===== config.mk =====
export PLATFORM = sky130hd
export DESIGN_NAME = uart_tx_ctrl
export DESIGN_NICKNAME = d
export VERILOG_FILES = /design/src/rtl/uart_tx_ctrl.sv
export SDC_FILE = /design/constraint.sdc
export NUM_CORES = 1
export LEC_CHECK = 0
export BUFFER_PORTS_ARGS = -buffer_cell sky130_fd_sc_hd__buf_2
export CORE_MARGIN = 2
export CORE_UTILIZATION = 46
export CTS_CLUSTER_DIAMETER = 60
export CTS_CLUSTER_SIZE = 28
export DETAILED_ROUTE_END_ITERATION = 16
export GPL_TIMING_DRIVEN = 0
export MAX_ROUTING_LAYER = met4
export PLACE_DENSITY = 0.88
export SLEW_MARGIN = 5
export SYNTH_ARGS = -nofsm -noshare
export SYNTH_HDL_FRONTEND = slang
export SYNTH_SLANG_ARGS = --single-unit

===== constraint.sdc =====
create_clock -name i_clk -period 1.8 [get_ports i_clk]
set_clock_uncertainty 0.05 [all_clocks]
set_input_delay 0.09 -clock i_clk [delete_from_list [all_inputs] [get_ports i_clk]]
set_output_delay 0.09 -clock i_clk [all_outputs]
set_load 0.05 [all_outputs]

===== src/rtl/uart_tx_ctrl.sv =====
// uart_tx_ctrl: transmit-side sequencer for a UART.
// Accepts one payload byte per valid/ready handshake and assembles the serial
// frame {stop, [parity], data, start}. It drives the load and shift strobes of
// a downstream piso (R=1), whose bit 0 is the TX line. This block owns the baud
// timing and the bit counting.
//
// Build option: define UART_TX_PARITY_EN to insert an even-parity bit between
// the payload MSB and the stop bit. The frame then grows from N+2 to N+3 bits.
//
// Handshake: a byte transfers on any cycle where i_valid && o_ready are both 1.
// o_ready is registered and is high only in IDLE. o_piso_we is that handshake,
// combinationally, so the piso loads the frame on the same edge that the
// transfer is taken.
module uart_tx_ctrl #(
    parameter int N            = 8,
    parameter int CLKS_PER_BIT = 16,
`ifdef UART_TX_PARITY_EN
    localparam int W           = N + 3
`else
    localparam int W           = N + 2
`endif
) (
    input  logic         i_clk,
    input  logic         i_rst,
    input  logic         i_valid,
    output logic         o_ready,
    input  logic [N-1:0] i_data,
    output logic         o_piso_we,
    output logic         o_piso_shift,
    output logic [W-1:0] o_piso_data,
    output logic         o_busy,
    output logic         o_done
);

    localparam int BCW = $clog2(W + 1);
    localparam int BDW = $clog2(CLKS_PER_BIT);

    typedef enum logic {
        S_IDLE = 1'b0,
        S_SEND = 1'b1
    } state_t;

    state_t         state;
    logic [BDW-1:0] baud_cnt;
    logic [BCW-1:0] bit_cnt;
    logic           ready_q;
    logic           busy_q;

    logic           handshake;
    logic           baud_wrap;
    logic           last_bit;

    // Frame word, with the line's first bit (start) at bit 0.
`ifdef UART_TX_PARITY_EN
    assign o_piso_data = {1'b1, ^i_data, i_data, 1'b0};
`else
    assign o_piso_data = {1'b1, i_data, 1'b0};
`endif

    // Strobe decodes: load on the handshake, shift at the end of each bit period.
    assign handshake    = i_valid && ready_q;
    assign baud_wrap    = (state == S_SEND) && (baud_cnt == BDW'(CLKS_PER_BIT - 1));
    assign last_bit     = (bit_cnt == BCW'(W - 1));

    assign o_piso_we    = handshake;
    assign o_piso_shift = baud_wrap;
    assign o_done       = baud_wrap && last_bit;
    assign o_ready      = ready_q;
    assign o_busy       = busy_q;

    // FSM: IDLE waits for a byte; SEND counts W bit periods, then returns to IDLE.
    always_ff @(posedge i_clk or posedge i_rst) begin
        if (i_rst) begin
            state    <= S_IDLE;
            baud_cnt <= '0;
            bit_cnt  <= '0;
            ready_q  <= 1'b0;
            busy_q   <= 1'b0;
        end else begin
            case (state)
                S_IDLE: begin
                    if (handshake) begin
                        state    <= S_SEND;
                        baud_cnt <= '0;
                        bit_cnt  <= '0;
                        ready_q  <= 1'b0;
                        busy_q   <= 1'b1;
                    end else begin
                        ready_q  <= 1'b1;
                    end
                end
                S_SEND: begin
                    if (baud_wrap) begin
                        baud_cnt <= '0;
                        if (last_bit) begin
                            // The W-th shift has moved the stop bit out. The line
                            // now holds the R=1 fill, so the frame is over.
                            state   <= S_IDLE;
                            bit_cnt <= '0;
                            ready_q <= 1'b1;
                            busy_q  <= 1'b0;
                        end else begin
                            bit_cnt <= bit_cnt + BCW'(1);
                        end
                    end else begin
                        baud_cnt <= baud_cnt + BDW'(1);
                    end
                end
                default: begin
                    state   <= S_IDLE;
                    ready_q <= 1'b0;
                    busy_q  <= 1'b0;
                end
            endcase
        end
    end

endmodule


# ---- Word level (Yosys, flattened, before mapping)
# Cells that the tools add are included.
dict set report classes {
  n_bitwise 1
  mux 18
  addsub 2
  n_eq_ne 5
  n_reduce_logical 6
}
# cell count
set op_table {}
lappend op_table {{$mux 4} 4}
lappend op_table {{$pmux 4 s2} 2}
lappend op_table {{$mux 1} 9}
lappend op_table {{$add 4x1->4 const B} 2}
lappend op_table {{$eq 4x4->1 const B} 2}
lappend op_table {{$pmux 1 s2} 3}
lappend op_table {{$ne 2x1->1 const B} 2}
lappend op_table {{$reduce_and 2->1} 2}
lappend op_table {{$logic_and 1x1->1} 3}
lappend op_table {{$reduce_and 3->1} 1}
lappend op_table {{$ne 2x2->1 const B} 1}
lappend op_table {{$not 1->1} 1}
dict set report totals {
  register_bits 11
  input_bits 11
  out_inout_bits 15
}

# ---- Longest topological paths before layout
# Gate-level depths: netlist of run 1.
dict set report depth {
  ltp_word 4
  depth_mapped 6
  depth_no_buf 6
}

# ---- Worst setup path after synthesis of run 1
# OpenSTA, ideal clock, no wires.
dict set report synth_path {
  kind {reg2reg}
  from {reg baud_cnt[0]}
  to {reg bit_cnt[0]}
  setup_time_ns 0.124
  path_stages_with_launch 6
  path_slack_ns 0.185
  path_buffers 0
  period_less_slack_ns 1.615
  arrival_time_ns 1.442
  t_required_ns 1.626
  cell_sequence {dfrtp_1 ha_1 nand4_2 clkinv_1 nand3b_1 o21ai_1}
}
dict set report synth_via {
  elab_chain_cells 4
}
# element line
set synth_lines {}
lappend synth_lines {{start, declared} 44} ;# logic [BDW-1:0] baud_cnt;
lappend synth_lines {{start signal, assigned} 106} ;# baud_cnt <= baud_cnt + BDW'(1);
lappend synth_lines {{$eq 4x4->1} 62} ;# assign baud_wrap = (state == S_SEND) && (baud_cnt == BDW'(CLKS_PER_BIT - 1));
lappend synth_lines {{$logic_and 1x1->1} 62}
lappend synth_lines {{named net o_piso_shift} 29} ;# output logic o_piso_shift,
lappend synth_lines {{$ne 2x1->1 (no line)} --}
lappend synth_lines {{$reduce_and 2->1 (no line)} --}
lappend synth_lines {{end signal, assigned} 103} ;# bit_cnt <= bit_cnt + BCW'(1);
lappend synth_lines {{end, declared} 45} ;# logic [BCW-1:0] bit_cnt;
# The timed path passes the listed nets, and every way through them passes these cells.
# A chain may end at the register's enable or synchronous reset.

# ---- Worst setup path after layout of run 1
dict set report layout_path {
  from {reg baud_cnt[0]}
  to {out o_done}
}
dict set report layout_via {
  elab_chain_cells 3
}
# element line
set layout_lines {}
lappend layout_lines {{$eq 4x4->1} 62}
lappend layout_lines {{$logic_and 1x1->1} 62}
lappend layout_lines {{$logic_and 1x1->1} 67} ;# assign o_done = baud_wrap && last_bit;
lappend layout_lines {{end, declared} 32} ;# output logic o_done
# Every way passes these cells.

==> results of run 1 <==
[flip-flops by register name (all words and copies together) (netlist names)]
register  count
baud_cnt      4
bit_cnt       4
o_busy        1
o_ready       1
state         1
[layout by cell type (no fill, tap or decap), types with 2 or more instances in the layout]
| cell type | Yosys | layout |
|---|---|---|
| buf_2 | 1 | 15 |
| buf_4 | 10 | 11 |
| dfrtp_1 | 11 | 11 |
| nand2_1 | 10 | 10 |
| nand3_1 | 5 | 5 |
| o21ai_0 | 4 | 4 |
| inv_1 | 4 | 4 |
| a21oi_1 | 3 | 3 |
| nor2_1 | 3 | 3 |
| clkbuf_4 | 0 | 3 |
| nand3b_1 | 2 | 2 |
| xnor2_1 | 2 | 2 |
| o21ai_1 | 2 | 2 |
| ha_1 | 3 | 2 |
| conb_1 | 2 | 2 |
[layout make-up]
class	count	area [um2]	area share, %
Buffer	11	80.1	10.2
Clock buffer	4	26.3	3.33
Tap cell	15	18.8	2.38
Sequential cell	11	275	34.9
Multi-Input combinational cell	45	282	35.7
Inverter	5	18.8	2.38
Timing Repair Buffer	16	87.6	11.1
[metal layers]
layer | GRT usage (%) | vias up | wire [um]
met3 | 2.17 | 5 | 93
met4 | 7.74 | 0 | 26
met2 | 26.3 | 24 | 582
li1 | - | 263 | -
met5 | - | - | 0
met1 | 16.2 | 245 | 510
[worst min-delay path by stage]
stage	start	to	slack (ns)
after global routing	i_valid	baud_cnt[1]	0.17
final	i_valid	baud_cnt[1]	0.14
after detailed placement	i_rst	baud_cnt[3]	0.04
after floorplan	i_rst	baud_cnt[0]	-0.11
after CTS	i_valid	baud_cnt[1]	0.15
after global placement	i_rst	o_busy	0.03
[metrics by stage]
step | instance area, um2 | std cells | utilization [%]
floorplan | 653 | 72 | -
global placement | 747 | 102 | 56.7
finish | 788 | 107 | 59.8
CTS | 783 | 107 | 59.4
detailed placement | 747 | 102 | 56.7
global route | 788 | 107 | 59.8
[worst max-delay path, stage by stage (launching register included)]
cell and delay, ns:
dfrtp_1 0.41, ha_2 0.23, nand3_1 0.12, nand2_1 0.13, and3_1 0.20, buf_4 0.20
[kinds of logic (layout without fill, tap and decap cells)]
group | after synthesis | count (layout) | synth area share, %
buf+inv | 16 | 36 | 15.1
compound gates | 13 | 13 | 13.0
flops | 11 | 11 | 42.1
other cells | 2 | 2 | 1.15
xor+xnor | 3 | 3 | 4.02
simple gates | 24 | 24 | 18.8
fa+ha+maj | 3 | 3 | 5.75
[where the power goes]
group | switching (uW) | leakage (uW) | internal, uW | total, uW
registers | 0 | 0.000123 | 247 | 247
logic | 53.2 | 0.000293 | 23.0 | 76.2
clock network | 87.9 | 0.0000150 | 85.8 | 174
[what timing repair did]
action / 4_1_cts / 5_1_grt
gates resized for setup: 0 / 3
hold buffers: 1 / 0
endpoints found under the hold margin: 11 / 0
setup endpoints to repair: 0 / 1
==> results.py, run 1 <==
metrics = {
    "outcome": {
        "status": "finished, final reports clean",
    },
    "placed_design": {
        "port_buffers": 15,
        "finalWeightedCongestion": 0.853,
        "hpwl_um": 937,
        "dp_slack_ns": 0.320,
    },
    "critical_path": {
        "cp_max_fo": 4,
        "endpoint_kind": "primary output",
        "rr_startpoint": "baud_cnt[0]",
        "worstSetupPathType": "reg2out",
        "r2r_setup_slack_ns": 0.35,
        "cp-start-kind": "flop",
        "cp.required_ns": 1.66,
        "cp.arrival_ns": 1.56,
        "critPathCapture": "o_done",
        "r2r_cells": 5,
        "r2r_end": "bit_cnt[3]",
        "critPathLaunch": "baud_cnt[0]",
    },
    "die": {
        "dieArea_um2": 1740,
        "rows": 13,
        "initial_core_util_pct": 49.6,
        "dieHeight_um": 41.7,
        "io_pins": 26,
        "core_area_um2": 1320,
        "die_w_um": 41.7,
    },
    "logic_synthesis": {
        "synth_seq_area_share_pct": 42.1,
        "synth.area.top_cells": "dfrtp_1 (42%), buf_4 (11%), ha_1 (5.7%)",
        "avgSynthCellArea_um2": 9.07,
        "synth_fp_nets": 86,
        "yosys.area.top_type_share_pct": 42.1,
        "synth_area_um2": 653,
        "synth_cell_types": 24,
        "yosysMostFrequentCell": "dfrtp_1",
        "synth_edf_count": 0,
        "synth_seq_cells": 11,
        "synth_cells": 72,
        "synthTopCellsByCount": "dfrtp_1 (11), buf_4 (10), nand2_1 (10), nand3_1 (5)",
        "async_reset_ff_share_pct": 100,
        "yosys_warnings": 0,
        "ys.flop_type": "dfrtp_1",
        "yosys.area.top_type": "dfrtp_1",
    },
    "sta": {
        "min_period_ns": 1.70,
        "final.setup.tns_ns": 0,
        "timing.fmax_mhz": 590,
        "slew_violations": 0,
        "finalHoldViolations": 0,
        "rsz0062_at_grt": "false",
        "worst_hold_slack_ns": 0.138,
        "setup_viol": 0,
        "timing.final.crit_share_pct": 94.2,
        "fin_ws_ns": 0.104,
    },
    "power": {
        "p_leak_uw": 0.000431,
        "ir_drop_uv": 354,
        "power_uw": 497,
        "power_density_nw_per_um2": 630,
    },
    "layout": {
        "area_growth_pct": 20.7,
        "final_layout_size_suffix_gt1_share_pct": 37.0,
        "n_antenna_cell": 0,
        "final_nets": 107,
        "fillCellCount": 105,
    },
    "detailed_routing": {
        "drtIter0Drc": 8,
        "wirelength_um": 1210,
        "drc_errors": 0,
        "num_vias": 537,
        "first_pass_iters": 4,
        "vias_per_cell": 5.02,
        "post_drt_wl_per_cell_um": 11.3,
        "ant_nets": 0,
    },
    "global_route": {
        "grt.total_usage_pct": 15.0,
        "grt_max_degree": 12,
        "overflow": 0,
        "grt_pass1_vias": 481,
        "grt_pass1_wl_um": 1920,
        "antenna_found_initial": 0,
    },
    "worst_hold_path": {
        "hold_path_depth": 4,
        "hp-class": "in2reg",
    },
    "cts": {
        "clock_latency_ns": 0.27,
        "root_buffer": "clkbuf_4",
        "cts_max_level": 1,
        "cts_buffers": 3,
        "clk_path_buf_depth": 2,
        "cts_tree": "built",
        "cts_setup_buffers": 0,
        "cts_sinks": 11,
        "clk_pin_slew_worst_paths_ns": 0.08,
    },
    "run": {
        "cap_violations": 0,
    },
}
Power figures use the tool's default switching activity.
==> run 2: changes to the inputs <==
Settings changed: ABC_AREA set to 1.
==> results.py, run 2 <==
metrics = {
    "sta": {
        "min_period_ns": 1.61,
        "timing.fmax_mhz": 621,
        "timing.final.crit_share_pct": 89.4,
        "setup_viol": 0,
        "finalHoldViolations": 0,
        "rsz0062_at_grt": "false",
        "slew_violations": 0,
        "final.setup.tns_ns": 0,
    },
    "global_route": {
        "grt_pass1_wl_um": 1990,
        "overflow": 0,
        "gr-usage-met3_pct": 3.04,
        "use_met1_pct": 16.8,
        "antenna_found_initial": 0,
        "grt.total_usage_pct": 15.8,
        "grt_use_met2_pct": 26.9,
        "top_usage_layer": "met2",
        "grt_max_degree": 12,
        "grt_pass1_vias": 503,
    },
    "die": {
        "dieArea_um2": 1730,
        "dieHeight_um": 41.6,
        "die_w_um": 41.6,
        "rows": 13,
        "initial_core_util_pct": 49.3,
        "core_area_um2": 1320,
        "io_pins": 26,
    },
    "layout": {
        "area_growth_pct": 20.0,
        "fillCellCount": 121,
        "largestRegisters": "baud_cnt (4), bit_cnt (4)",
        "finalNonFillerCells": 111,
        "final_nets": 111,
        "final_area_um2": 779,
        "layout_common_cells": "nand2_1 (15), buf_2 (15), dfrtp_1 (11)",
        "final_layout_size_suffix_gt1_share_pct": 38.5,
        "multi_input_area_um2": 269,
        "ff_latch_area_um2": 275,
        "utilization_pct": 59.2,
        "n_antenna_cell": 0,
    },
    "logic_synthesis": {
        "synthTopCellsByCount": "nand2_1 (15), dfrtp_1 (11), buf_4 (10), nand3_1 (7)",
        "avgSynthCellArea_um2": 8.54,
        "synth_cell_types": 20,
        "async_reset_ff_share_pct": 100,
        "yosys_warnings": 0,
        "synth_cells": 76,
        "synth_fp_nets": 90,
        "yosys.area.top_type_share_pct": 42.4,
        "synth_seq_area_share_pct": 42.4,
        "ys.flop_type": "dfrtp_1",
        "synth_seq_cells": 11,
        "yosysMostFrequentCell": "nand2_1",
        "synth.area.top_cells": "dfrtp_1 (42%), buf_4 (12%), nand2_1 (8.7%)",
        "synth_edf_count": 0,
        "yosys.area.top_type": "dfrtp_1",
        "synth_area_um2": 649,
    },
    "critical_path": {
        "crit_family": "flip-flops",
        "path_cells": "ha_1 > nand4_2 > nor2_1 > buf_2",
        "cp.arrival_ns": 1.47,
        "cp_num_buf_inv": 1,
        "r2r_setup_slack_ns": 0.41,
        "cp_max_fo": 4,
        "cp-start-kind": "flop",
        "cp.required_ns": 1.66,
        "cpMaxStageDelayCell": "dfrtp_1",
        "slowest_delay_ns": 0.40,
        "endpoint_kind": "primary output",
        "worstSetupPathType": "reg2out",
    },
    "detailed_routing": {
        "num_vias": 562,
        "ant_nets": 0,
        "wirelength_um": 1220,
        "vias_per_cell": 5.06,
        "drc_errors": 0,
        "first_pass_iters": 4,
        "drtIter0Drc": 10,
        "post_drt_wl_per_cell_um": 10.9,
    },
    "power": {
        "ir_drop_uv": 373,
        "power_uw": 500,
        "power_density_nw_per_um2": 641,
        "p_leak_uw": 0.000409,
    },
    "placed_design": {
        "hpwl_um": 951,
        "place_inst": 106,
        "finalWeightedCongestion": 0.770,
        "placed_cell_area_um2": 743,
        "port_buffers": 15,
    },
    "worst_hold_path": {
        "hp-class": "in2reg",
    },
    "cts": {
        "clock_latency_ns": 0.27,
        "ctsResizeCount": 0,
        "cts_max_level": 1,
        "cts_sinks": 11,
        "cts_buffers": 3,
        "clk_path_buf_depth": 2,
        "cts_tree": "built",
        "clk_pin_slew_worst_paths_ns": 0.07,
        "root_buffer": "clkbuf_4",
        "hold_buffers": 1,
        "cts_setup_buffers": 0,
    },
    "outcome": {
        "status": "finished, final reports clean",
    },
    "run": {
        "cap_violations": 0,
    },
}
-- run 2: changes by cell type after synthesis, moves of 2 or more --
cell,previous run,this run
inv_2,0,4
o21ai_1,2,4
o21ai_0,4,1
nand3_1,5,7
xnor2_1,2,0
nand2_1,10,15
-- run 2: path summary, 6_finish.rpt --
path	from	to	cells past startpoint
min in group asynchronous	i_rst	baud_cnt[3]	3
worst min-delay path	i_valid	o_busy	5
worst max-delay path	baud_cnt[0]	o_done	4
worst min register to register	o_busy	o_busy	2
worst max register to register	bit_cnt[1]	bit_cnt[2]	7
max in group asynchronous	i_rst	baud_cnt[2]	3
-- run 2: layout make-up --
cell class	count	share of cell area, %
clock buffer	4	3.37
inverter	8	3.85
timing repair buffer	16	10.9
buffer	10	9.63
sequential	11	35.3
multi-input combinational	47	34.5
tap	15	2.41
-- run 2: per-stage QoR --
| step | hold WS [ns] | setup WS (ns) |
|---|---|---|
| 6_report | 0.142 | 0.190 |
| 5_1_grt | 0.174 | 0.104 |
| 4_1_cts | 0.144 | 0.186 |
| 3_5_place_dp | 0.0477 | 0.409 |
| 3_3_place_gp | 0.0444 | 0.454 |
| 2_1_floorplan | -0.108 | 0.245 |
-- run 2: tightest hold or removal path, delay by kind of cell --
kind | cells | cell delay [ns]
buffers and inverters | 2 | 0.14
AND/OR/NAND/NOR | 3 | 0.20
-- run 2: power by group --
part           switching, uW  internal, uW
clock                   83.4          85.9
combinational           59.2          24.4
sequential                 0           247
-- run 2: cell families after synthesis --
| kind of cell | count (synthesis) | share of synthesized area, % |
|---|---|---|
| fa+ha+maj | 3 | 5.78 |
| simple gates | 32 | 25.6 |
| xor+xnor | 1 | 1.35 |
| buf+inv | 18 | 16.2 |
| other cells | 2 | 1.16 |
| compound gates | 9 | 7.51 |
| flops | 11 | 42.4 |
-- run 2: metal layers --
| layer | wire length (um) | share of wire (%) | vias to the layer above |
|---|---|---|---|
| met5 | 0 | 0 | - |
| met4 | 21 | 1.7 | 0 |
| met3 | 112 | 9.2 | 2 |
| met2 | 600 | 49 | 30 |
| met1 | 480 | 40 | 254 |
| li1 | - | - | 276 |
